**src/rtl/kmp_fail_gen_if.sv**
```systemverilog
// Request/result bundle for the KMP failure-table generator.
// Optional KMP_FF_CYCLE_CNT_EN adds the build_cycles observation port.
interface kmp_fail_gen_if #(
    parameter int MAX_PATTERN = 8,
    parameter int PAT_ADD     = 3,
    parameter int BYTE        = 8
);
    logic [MAX_PATTERN*BYTE-1:0]    pat_input;
    logic [PAT_ADD-1:0]             pat_last_idx;
    logic                           input_valid;
    logic [PAT_ADD*MAX_PATTERN-1:0] ff_result;
    logic                           output_valid;
    logic                           busy;
`ifdef KMP_FF_CYCLE_CNT_EN
    logic [PAT_ADD+1:0]             build_cycles;

    modport master (
        output pat_input, pat_last_idx, input_valid,
        input  ff_result, output_valid, busy, build_cycles
    );
    modport slave (
        input  pat_input, pat_last_idx, input_valid,
        output ff_result, output_valid, busy, build_cycles
    );
`else
    modport master (
        output pat_input, pat_last_idx, input_valid,
        input  ff_result, output_valid, busy
    );
    modport slave (
        input  pat_input, pat_last_idx, input_valid,
        output ff_result, output_valid, busy
    );
`endif
endinterface

```
**src/rtl/kmp_fail_gen.sv**
```systemverilog
// KMP failure-function table builder, one compare step per cycle.
// Define KMP_FF_CYCLE_CNT_EN to add the build_cycles counter output.
//
// state | meaning
// IDLE  | waiting for input_valid
// LOAD  | latch pattern and last index, clear table
// BUILD | one prefix/suffix compare step per cycle
// DONE  | table valid, held until input_valid drops
module kmp_fail_gen #(
    parameter int MAX_PATTERN = 8,
    parameter int PAT_ADD     = 3,
    parameter int BYTE        = 8
) (
    input  logic          clk,
    input  logic          reset,
    kmp_fail_gen_if.slave bus
);
    localparam logic [3:0] S_IDLE  = 4'b0001;
    localparam logic [3:0] S_LOAD  = 4'b0010;
    localparam logic [3:0] S_BUILD = 4'b0100;
    localparam logic [3:0] S_DONE  = 4'b1000;

    localparam logic [PAT_ADD:0]   ONE_W = 1;
    localparam logic [PAT_ADD-1:0] ONE_N = 1;

    logic [3:0]         r_state;
    logic [PAT_ADD:0]   r_i;
    logic [PAT_ADD:0]   r_k;
    logic [PAT_ADD-1:0] r_last;
    logic               r_valid;
    logic [BYTE-1:0]    r_chars [MAX_PATTERN];
    logic [PAT_ADD-1:0] r_table [MAX_PATTERN];

    logic w_match;
    logic w_i_last;

    assign w_match  = (r_chars[r_i[PAT_ADD-1:0]] == r_chars[r_k[PAT_ADD-1:0]]);
    assign w_i_last = (r_i == {1'b0, r_last});

    always_ff @(posedge clk or negedge reset) begin
        if (!reset) begin
            r_state <= S_IDLE;
            r_i     <= '0;
            r_k     <= '0;
            r_last  <= '0;
            r_valid <= 1'b0;
            for (int n = 0; n < MAX_PATTERN; n++) begin
                r_chars[n] <= '0;
                r_table[n] <= '0;
            end
        end else begin
            case (r_state)
                S_IDLE: begin
                    if (bus.input_valid)
                        r_state <= S_LOAD;
                end
                S_LOAD, S_BUILD: begin
                    if (!bus.input_valid) begin
                        // Abort: a partial table must never be visible afterwards.
                        r_state <= S_IDLE;
                        r_valid <= 1'b0;
                        r_i     <= '0;
                        r_k     <= '0;
                        for (int n = 0; n < MAX_PATTERN; n++)
                            r_table[n] <= '0;
                    end else if (r_state == S_LOAD) begin
                        for (int n = 0; n < MAX_PATTERN; n++) begin
                            r_chars[n] <= bus.pat_input[n*BYTE +: BYTE];
                            r_table[n] <= '0;
                        end
                        r_last  <= bus.pat_last_idx;
                        r_i     <= ONE_W;
                        r_k     <= '0;
                        r_state <= S_BUILD;
                    end else if (r_last == '0) begin
                        r_state <= S_DONE;
                        r_valid <= 1'b1;
                    end else if (w_match) begin
                        r_k                          <= r_k + ONE_W;
                        r_table[r_i[PAT_ADD-1:0]]    <= r_k[PAT_ADD-1:0] + ONE_N;
                        r_i                          <= r_i + ONE_W;
                        if (w_i_last) begin
                            r_state <= S_DONE;
                            r_valid <= 1'b1;
                        end
                    end else if (r_k != '0) begin
                        r_k <= {1'b0, r_table[r_k[PAT_ADD-1:0] - ONE_N]};
                    end else begin
                        r_table[r_i[PAT_ADD-1:0]] <= '0;
                        r_i                       <= r_i + ONE_W;
                        if (w_i_last) begin
                            r_state <= S_DONE;
                            r_valid <= 1'b1;
                        end
                    end
                end
                S_DONE: begin
                    if (!bus.input_valid) begin
                        r_state <= S_IDLE;
                        r_valid <= 1'b0;
                    end
                end
                default: begin
                    r_state <= S_IDLE;
                    r_valid <= 1'b0;
                end
            endcase
        end
    end

    always_comb begin
        bus.ff_result = '0;
        for (int n = 0; n < MAX_PATTERN; n++)
            bus.ff_result[n*PAT_ADD +: PAT_ADD] = r_table[n];
    end

    assign bus.output_valid = r_valid;
    assign bus.busy         = (r_state == S_LOAD) || (r_state == S_BUILD);

`ifdef KMP_FF_CYCLE_CNT_EN
    localparam logic [PAT_ADD+1:0] ONE_C = 1;
    logic [PAT_ADD+1:0] r_build_cycles;

    always_ff @(posedge clk or negedge reset) begin
        if (!reset)
            r_build_cycles <= '0;
        else if (r_state == S_LOAD)
            r_build_cycles <= '0;
        else if (r_state == S_BUILD)
            r_build_cycles <= r_build_cycles + ONE_C;
    end

    assign bus.build_cycles = r_build_cycles;
`endif
endmodule

```
**src/flat_wrapper.sv**
```systemverilog
// flat-port wrapper written by rule: the top's interface ports become plain ports
module kmp_fail_gen_flat 
#(
    parameter int MAX_PATTERN = 8,
    parameter int PAT_ADD     = 3,
    parameter int BYTE        = 8
)
  (clk, reset, bus_pat_input, bus_pat_last_idx, bus_input_valid, bus_ff_result, bus_output_valid, bus_busy);
  kmp_fail_gen_if #(.MAX_PATTERN(MAX_PATTERN), .PAT_ADD(PAT_ADD), .BYTE(BYTE)) bus_i ();
  input  logic clk;
  input  logic reset;
  input wire logic [$bits(bus_i.pat_input)-1:0] bus_pat_input;
  input wire logic [$bits(bus_i.pat_last_idx)-1:0] bus_pat_last_idx;
  input wire logic [$bits(bus_i.input_valid)-1:0] bus_input_valid;
  output wire logic [$bits(bus_i.ff_result)-1:0] bus_ff_result;
  output wire logic [$bits(bus_i.output_valid)-1:0] bus_output_valid;
  output wire logic [$bits(bus_i.busy)-1:0] bus_busy;
  assign bus_i.pat_input = bus_pat_input;
  assign bus_i.pat_last_idx = bus_pat_last_idx;
  assign bus_i.input_valid = bus_input_valid;
  assign bus_ff_result = bus_i.ff_result;
  assign bus_output_valid = bus_i.output_valid;
  assign bus_busy = bus_i.busy;
  kmp_fail_gen #(.MAX_PATTERN(MAX_PATTERN), .PAT_ADD(PAT_ADD), .BYTE(BYTE)) u_core (.clk(clk), .reset(reset), .bus(bus_i));
endmodule
```
**config.mk**
```make
export PLATFORM = sky130hd
export DESIGN_NAME = kmp_fail_gen_flat
export DESIGN_NICKNAME = d
export VERILOG_FILES = /design/src/rtl/kmp_fail_gen_if.sv /design/src/rtl/kmp_fail_gen.sv /design/src/flat_wrapper.sv
export SDC_FILE = /design/constraint.sdc
export NUM_CORES = 1
export LEC_CHECK = 0
export ABC_AREA = 1
export CAP_MARGIN = 20
export CORE_UTILIZATION = 40
export CTS_CLUSTER_SIZE = 28
export DETAILED_ROUTE_END_ITERATION = 6
export GPL_ROUTABILITY_DRIVEN = 0
export GPL_TIMING_DRIVEN = 0
export PLACE_DENSITY_LB_ADDON = 0.2
export SLEW_MARGIN = 40
export SYNTH_ARGS = -nofsm -noshare
export SYNTH_HDL_FRONTEND = slang
export SYNTH_SLANG_ARGS = --single-unit
```
**constraint.sdc**
```tcl
create_clock -name clk -period 3.1 [get_ports clk]
set_input_delay 0.775 -clock clk [delete_from_list [all_inputs] [get_ports clk]]
set_output_delay 0.775 -clock clk [all_outputs]
set_load 0.05 [all_outputs]
```
; Word level (Yosys, flattened, before mapping)
; Index checks and enable logic that the tools add are counted.
[totals]
ff_bits = 104
in_bits = 70
[classes]
n_addsub = 4
n_lt_le_gt_ge = 4
n_eq_ne = 14
mux = 44
bitwise = 6
reduce_logical = 10
[op_table]
columns = operator, n
row1 = $mux W24, 5
row2 = $mux W4, 18
row3 = $bmux W8 S3, 2
row4 = $mux W8, 4
row5 = $and A24 B24 Y24, 1
row6 = $bwmux W24, 1
row7 = $not A24 Y24, 1
row8 = $ge A4 B4 Y1 const B, 3
row9 = $not A3 Y4, 3
row10 = $pmux W4 S3, 1
row11 = $reduce_and A3 Y1, 4
row12 = $bmux W3 S3, 1
row13 = $demux W3 S3, 1
row14 = $mux W3, 3
row15 = $add A4 B1 Y4 const B, 2
row16 = $eq A8 B8 Y1, 1
row17 = $mux W1, 7
row18 = $ne A6 B3 Y1 const B, 1
row19 = $ne A5 B3 Y1 const B, 1
row20 = $eq A4 B1 Y1 const B, 1
row21 = $eq A4 B2 Y1 const B, 1
row22 = $eq A4 B3 Y1, 1
row23 = $eq A4 B3 Y1 const B, 1
row24 = $eq A4 B4 Y1 const B, 1
row25 = other kinds (16), 17

; Depth between registers and ports, before layout
; Gate-level depths: netlist (run 1).
[logic_depth]
depth_word = 12
mapped_depth = 20
depth_no_buf = 18

; Worst setup path before layout (run 1)
; Ideal clock, no wire load.
[synth_path]
path_type = register to register
from = reg u_core.r_k[0]
to = reg u_core.r_k[0]
setup_ns = 0.077
arrival_time_ns = 2.062
required_ns = 3.023
slack_ns = 0.962
path_stages_with_launch = 14
path_buffers = 3
synth_period_minus_slack_ns = 2.138
path_cell_list = dfrtp_1 buf_2 inv_2 buf_2 buf_1 ha_1 clkinv_1 a21oi_1 a32o_1 nor2_1 a21oi_1 nand2_1 nand3_1 o21ai_1
[synth_via]
elab_chain_len = 10
[synth_lines]
columns = element, line
row1 = start: declaration, kmp_fail_gen.sv:28  ; logic [PAT_ADD:0] r_k;
row2 = start signal: assignment, kmp_fail_gen.sv:79  ; r_k <= r_k + ONE_W;
row3 = start signal: assignment, kmp_fail_gen.sv:87  ; r_k <= {1'b0, r_table[r_k[PAT_ADD-1:0] - ONE_N]};
row4 = $sub A3 B1 Y3, kmp_fail_gen.sv:87
row5 = $not A3 Y4 (not written as such), kmp_fail_gen.sv:87
row6 = $bmux W3 S3, kmp_fail_gen.sv:87
row7 = $mux W3 (not written as such) (2 in a row), kmp_fail_gen.sv:87
row8 = $mux W4, kmp_fail_gen.sv:86  ; end else if (r_k != '0) begin
row9 = $mux W4, kmp_fail_gen.sv:78  ; end else if (w_match) begin
row10 = $mux W4, kmp_fail_gen.sv:75  ; end else if (r_last == '0) begin
row11 = $mux W4, kmp_fail_gen.sv:66  ; end else if (r_state == S_LOAD) begin
row12 = $mux W4, kmp_fail_gen.sv:58  ; if (!bus.input_valid) begin
; Several ways; a longest one is shown, not always the timed one. The select of a mux whose other input is x is not followed.
; A chain may end at the register's enable or synchronous reset.

; Worst setup path after layout (run 1)
[layout_path]
from = reg u_core.r_k[0]
to = reg u_core.r_k[2]
; Same word-level chain as after synthesis.

==> impl_metrics.ini, run 1 <==
[timing]
post-route-min-period_ns = 2.894
report.final.hold_viol_count = 0
clock.fmax_mhz = 345.5
rsz0062_at_grt = no
whs_ns = 0.2635
min_period_over_period_pct = 93.37
final_max_slew_viol_count = 0
worst_pin_slew_ns = 0.6862
setup_slack_ns = 0.2056
finClkSkew_ns = 0.009791
relSlewSlack_pct = 54.25
setup_viol = 0

[critical_path]
crit_type = reg2reg
cp-end-kind = register
worstRegToRegCells = 12
critPathMaxFanout = 10
r2r_slack_ns = 0.21
cp.required_ns = 3.38
worst_setup_path_start_kind = register
r2r_start = u_core.r_k[0]$_DFFE_PN0P_
arrival_ns = 3.17
rr_endpoint = u_core.r_k[2]$_DFFE_PN0P_

[place]
dpl.hpwl_mm = 15.63
post-place-cells = 1380
portBuffers = 95
pre_cts_slack_ns = 0.04406
place_area_um2 = 8063

[cells_and_area]
final-instance-count-excl-fill = 1396
fin_nets = 1244
layout_common_cells = nand2_1 (513), dfrtp_1 (103), nand3_1 (94)
final_layout_size_suffix_gt1_share_pct = 7.058
layout_commonest_cell = nand2_1
num_antenna_cells = 0
final_area_um2 = 8364
syn_to_final_growth_pct = 22.93

[synthesis]
synth_fp_nets = 1137
synth_area_um2 = 6804
synthTopCellsByArea = dfrtp_1 (38%), nand2_1 (28%), nand3_1 (6.9%)
synth_top_area_cell = dfrtp_1
synth_seq_cells = 104
ys_warn_count = 0
ys_seq_area_share_pct = 38.27
synthDistinctLibCells = 34
synth.avg_cell_area_um2 = 6.395
synth-edff-count = 0
synthFlopType = dfrtp_1
syn_inst = 1064
async_flop_share_pct = 100.0
synth.top_cell.area_share_pct = 37.88

[min_path]
min_path_type = in2async

[global_routing]
grt_overflow = 0
grt_antenna_before_repair = 0
grt_usage_pct = 25.16
grt_pass1_wl_mm = 34.49
grt_max_degree = 72
grt_pass1_vias = 6496

[power_and_ir_drop]
p_comb_share_pct = 58.5
p_leak_nw = 4.183
power.switching_w = 0.004589
power_density_nw_per_um2 = 1065
power.total_w = 0.008909
vdd_ir_drop_max_uv = 525.5
switching_share_pct = 51.50
p_clk_share_pct = 13.3
seqPwrFrac_pct = 28.2
p_int_w = 0.004321

[routing]
via_per_inst = 5.110
drc_errors = 0
drt_wl_total_mm = 21.58
vias = 7134
detail-route-antenna-nets = 0
post_drt_wl_per_cell_um = 15.46
dr.pass1.iters = 7
drtIter0Drc = 683

[clocking]
cts_hold_buffers = 0
cts_tree = done
clockBufferDepth = 2
tritoncts_num_sinks = 104
insertion_delay_ns = 0.36
cts_root_buffer = clkbuf_16
cts_htree_levels = 3
clk_pin_slew_ns = 0.08
cts_made_buffers = 9

[floorplanning]
coreArea_um2 = 16580
rows = 47
die_area_um2 = 17540
die_w_um = 132.4
die_y_um = 132.4
io_pins = 96
start_util_pct = 41.03

[run]
cap_violations = 0

[status]
status = finished clean
==> state kept, by name (all words and copies together) (netlist names) <==
signal	cells
u_core.r_k	4
u_core.r_state	4
u_core.r_last	3
u_core.r_i	4
u_core.bus.output_valid	1
u_core.bus.ff_result	24
u_core.r_chars	64
==> critical path, stage by stage, from the launching register on <==
cell and delay, ns:
dfrtp_1 0.38, buf_2 0.19, inv_2 0.10, buf_2 0.26, buf_1 0.47, ha_1 0.27
clkbuf_1 0.45, a21oi_1 0.09, a22oi_1 0.18, o21ai_0 0.12, nand2_1 0.09, nand3_1 0.07
o21ai_1 0.14
==> cells in the mapped netlist (4+ instances only) <==
master	count
o21ai_1	10
nand2_1	513
nor2_1	49
buf_6	5
nor2_2	7
a21oi_1	14
nor3_1	5
nor2_4	7
nand4_1	22
nand2_2	4
clkbuf_1	19
o21ai_0	67
buf_2	26
inv_2	6
inv_1	77
dfrtp_1	103
nand3_1	94
==> power by group through the flow <==
stage                     clock [W]  combinational (W)  sequential, W
final                       0.00119            0.00521        0.00251
after global placement            0            0.00505        0.00251
after floorplan                   0            0.00322        0.00286
after global routing        0.00124            0.00575        0.00258
after CTS                   0.00119            0.00513        0.00249
after detailed placement          0            0.00512        0.00251
==> final cells by class <==
class	count	area (um^2)
timing repair buffer	96	985.9
inverter	86	325.3
tap	220	275.3
buffer	56	291.5
multi-input combinational	818	3583
clock buffer	11	242.7
sequential	104	2604
fill	1765	8219
clock inverter	5	56.30
==> worst max-delay path by stage <==
stage                                              from                           end  cells after the start
after floorplan               u_core.r_k[0]$_DFFE_PN0P_     u_core.r_k[0]$_DFFE_PN0P_                     13
after global placement                            reset  u_core.r_last[1]$_DFFE_PN0P_                      1
after detailed placement                bus_input_valid  u_core.r_last[2]$_DFFE_PN0P_                      7
after CTS                 u_core.r_state[2]$_DFFE_PN0P_                      bus_busy                      6
after global routing          u_core.r_k[0]$_DFFE_PN0P_     u_core.r_k[2]$_DFFE_PN0P_                     12
final                         u_core.r_k[0]$_DFFE_PN0P_     u_core.r_k[2]$_DFFE_PN0P_                     12
==> per-stage QoR <==
stage / utilization, % / setup TNS [ns]
after floorplan: - / 0
after global placement: 48.42 / -281.30
after detailed placement: 48.62 / 0
after CTS: 50.42 / 0
after global routing: 50.44 / 0
final: 50.44 / 0
==> kinds of logic after synthesis <==
group / synth area share [%]
DFF: 38.27
and+or+nand+nor: 43.69
xor gates and xnor gates: 0.6437
adders and majority gates: 0.5517
buffers and inverters: 9.066
AOI/OAI and AO/OA: 7.779
==> routing by layer <==
layer	vias up	GRT usage, %	share of wire, %
li1	3561	-	-
met1	3260	36.33	47
met2	284	39.21	44
met3	29	3.602	8.0
met4	0	7.024	1.6
met5	-	0	0
==> repair_timing <==
action                                  4_1_cts  5_1_grt
buffers inserted                              0        0
endpoints found under the setup margin        0        1
resized for setup                             0        1
Note: power is estimated with default switching activity, not from simulation.
==> inputs of run 2 (changes only) <==
CTS_CLUSTER_DIAMETER = 40   (was not set)
RECOVER_POWER = 25   (was not set)
==> run 2 against run 1 <==
The flow now finishes with violations (capacitance limit, slew limit). Hold slack gained 0.24 ns. Non-clock buffer count unchanged. Maximum frequency down 0.39%. Largest cell class unchanged.
==> impl_metrics.ini, run 2 (synthesis gave the netlist of run 1 again) <==
[cells_and_area]
top_register = u_core.r_chars
final_layout_size_suffix_gt1_share_pct = 6.973
final-instance-count-excl-fill = 1396
fin_nets = 1244
layout_common_cells = nand2_1 (513), dfrtp_1 (103), nand3_1 (94)
syn_to_final_growth_pct = 22.77
final_area_um2 = 8353
layout_commonest_cell = nand2_1
largest_reg_flops = 64
num_antenna_cells = 0
num-fill-cells = 1764

[timing]
setup_viol = 0
min_period_over_period_pct = 93.74
post-route-min-period_ns = 2.906
clock.fmax_mhz = 344.1
relSlewSlack_pct = -25.98
whs_ns = 0.5038
setup_slack_ns = 0.1942
final_max_slew_viol_count = 34
rsz0062_at_grt = no
report.final.hold_viol_count = 0
finalSetupTns_ns = 0
worst_pin_slew_ns = 1.890
finClkSkew_ns = 0.008031

[clocking]
cts_hold_buffers = 0
cts_htree_levels = 3
cts_tree = done
cts_made_buffers = 9
tritoncts_num_sinks = 104
insertion_delay_ns = 0.35
clk_pin_slew_ns = 0.07
cts_root_buffer = clkbuf_16
post-cts-setup-buffer-count = 0
cts_resized = 0
clockBufferDepth = 2

[global_routing]
grt_overflow = 0
grt_antenna_before_repair = 0
grt_pass1_vias = 6496
grt_pass1_wl_mm = 34.49
grt_usage_pct = 25.16
grt_max_degree = 72

[power_and_ir_drop]
power_density_nw_per_um2 = 1065
p_leak_nw = 4.177
vdd_ir_drop_max_uv = 521.5

[min_path]
min_path_type = reg2reg

[routing]
wl_met2_mm = 9.392
drc_errors = 0
dr.pass1.iters = 6
post_drt_wl_per_cell_um = 15.43
drt_wl_total_mm = 21.54
vias = 7148
routed.top_layer = met4
via_per_inst = 5.120
drtIter0Drc = 671
detail-route-antenna-nets = 0
wl_met1_mm = 10.05
met3_length_mm = 1.734

[floorplanning]
die_w_um = 132.4
rows = 47
coreArea_um2 = 16580
start_util_pct = 41.03
io_pins = 96
die_y_um = 132.4
die_area_um2 = 17540

[critical_path]
cp-end-kind = register
r2r_slack_ns = 0.19
cp.required_ns = 3.37
crit_type = reg2reg
worst_setup_path_start_kind = register
arrival_ns = 3.18
critPathMaxFanout = 10

[run]
cap_violations = 1

[place]
portBuffers = 95
place_area_um2 = 8063
post-place-cells = 1380
pre_cts_slack_ns = 0.04406
dpl.hpwl_mm = 15.63

[status]
violations = capacitance limit, slew limit
status = finished, violations left
[run 2: worst max-delay path, cell delays in order, from the launching register on]
cell and delay, ns:
dfrtp_1 0.38, buf_2 0.19, inv_2 0.10, buf_2 0.26, buf_1 0.46, ha_1 0.27
clkbuf_1 0.47, a21oi_1 0.09, a22oi_1 0.18, o21ai_0 0.12, nand2_1 0.09, nand3_1 0.07
o21ai_1 0.15
[run 2: per-layer routing]
metal / vias up / GRT usage [%]
met2: 306 / 39.21
met3: 34 / 3.602
met1: 3246 / 36.33
met5: - / 0
met4: 0 / 7.024
li1: 3562 / -
[run 2: through the flow]
stage	power [W]	utilization [%]
detailed placement	0.007622	48.62
global route	0.009577	50.37
finish	0.008895	50.37
floorplan	0.006072	-
CTS	0.008819	50.42
global placement	0.007554	48.42
[run 2: area by class of cell]
| class | instances | area [um^2] | share of cell area (%) |
|---|---|---|---|
| well taps | 220 | 275.3 | 3.295 |
| inverters | 86 | 325.3 | 3.895 |
| multi-input cells | 818 | 3583 | 42.90 |
| repair buffers | 96 | 974.7 | 11.67 |
| plain buffers | 56 | 291.5 | 3.490 |
| flip-flops and latches | 104 | 2604 | 31.17 |
| clock inverters | 5 | 56.30 | 0.6741 |
| clock buffers | 11 | 242.7 | 2.906 |
[run 2: worst paths after layout]
path | from | end | cells after the start
hold / removal | u_core.r_chars[31]$_DFFE_PN0P_ | u_core.r_chars[31]$_DFFE_PN0P_ | 2
max in group asynchronous | reset | u_core.r_state[0]$_DFFE_PN1P_ | 2
min in group asynchronous | reset | u_core.r_chars[27]$_DFFE_PN0P_ | 1
hold reg to reg | u_core.r_chars[31]$_DFFE_PN0P_ | u_core.r_chars[31]$_DFFE_PN0P_ | 2
setup / recovery | u_core.r_k[0]$_DFFE_PN0P_ | u_core.r_k[2]$_DFFE_PN0P_ | 12
setup reg to reg | u_core.r_k[0]$_DFFE_PN0P_ | u_core.r_k[2]$_DFFE_PN0P_ | 12
[run 2: where the power goes]
group | switching (W) | internal (W)
Sequential | 0.000529 | 0.00198
Clock | 0.000532 | 0.000648
Combinational | 0.00352 | 0.00169
Total | 0.00458 | 0.00432
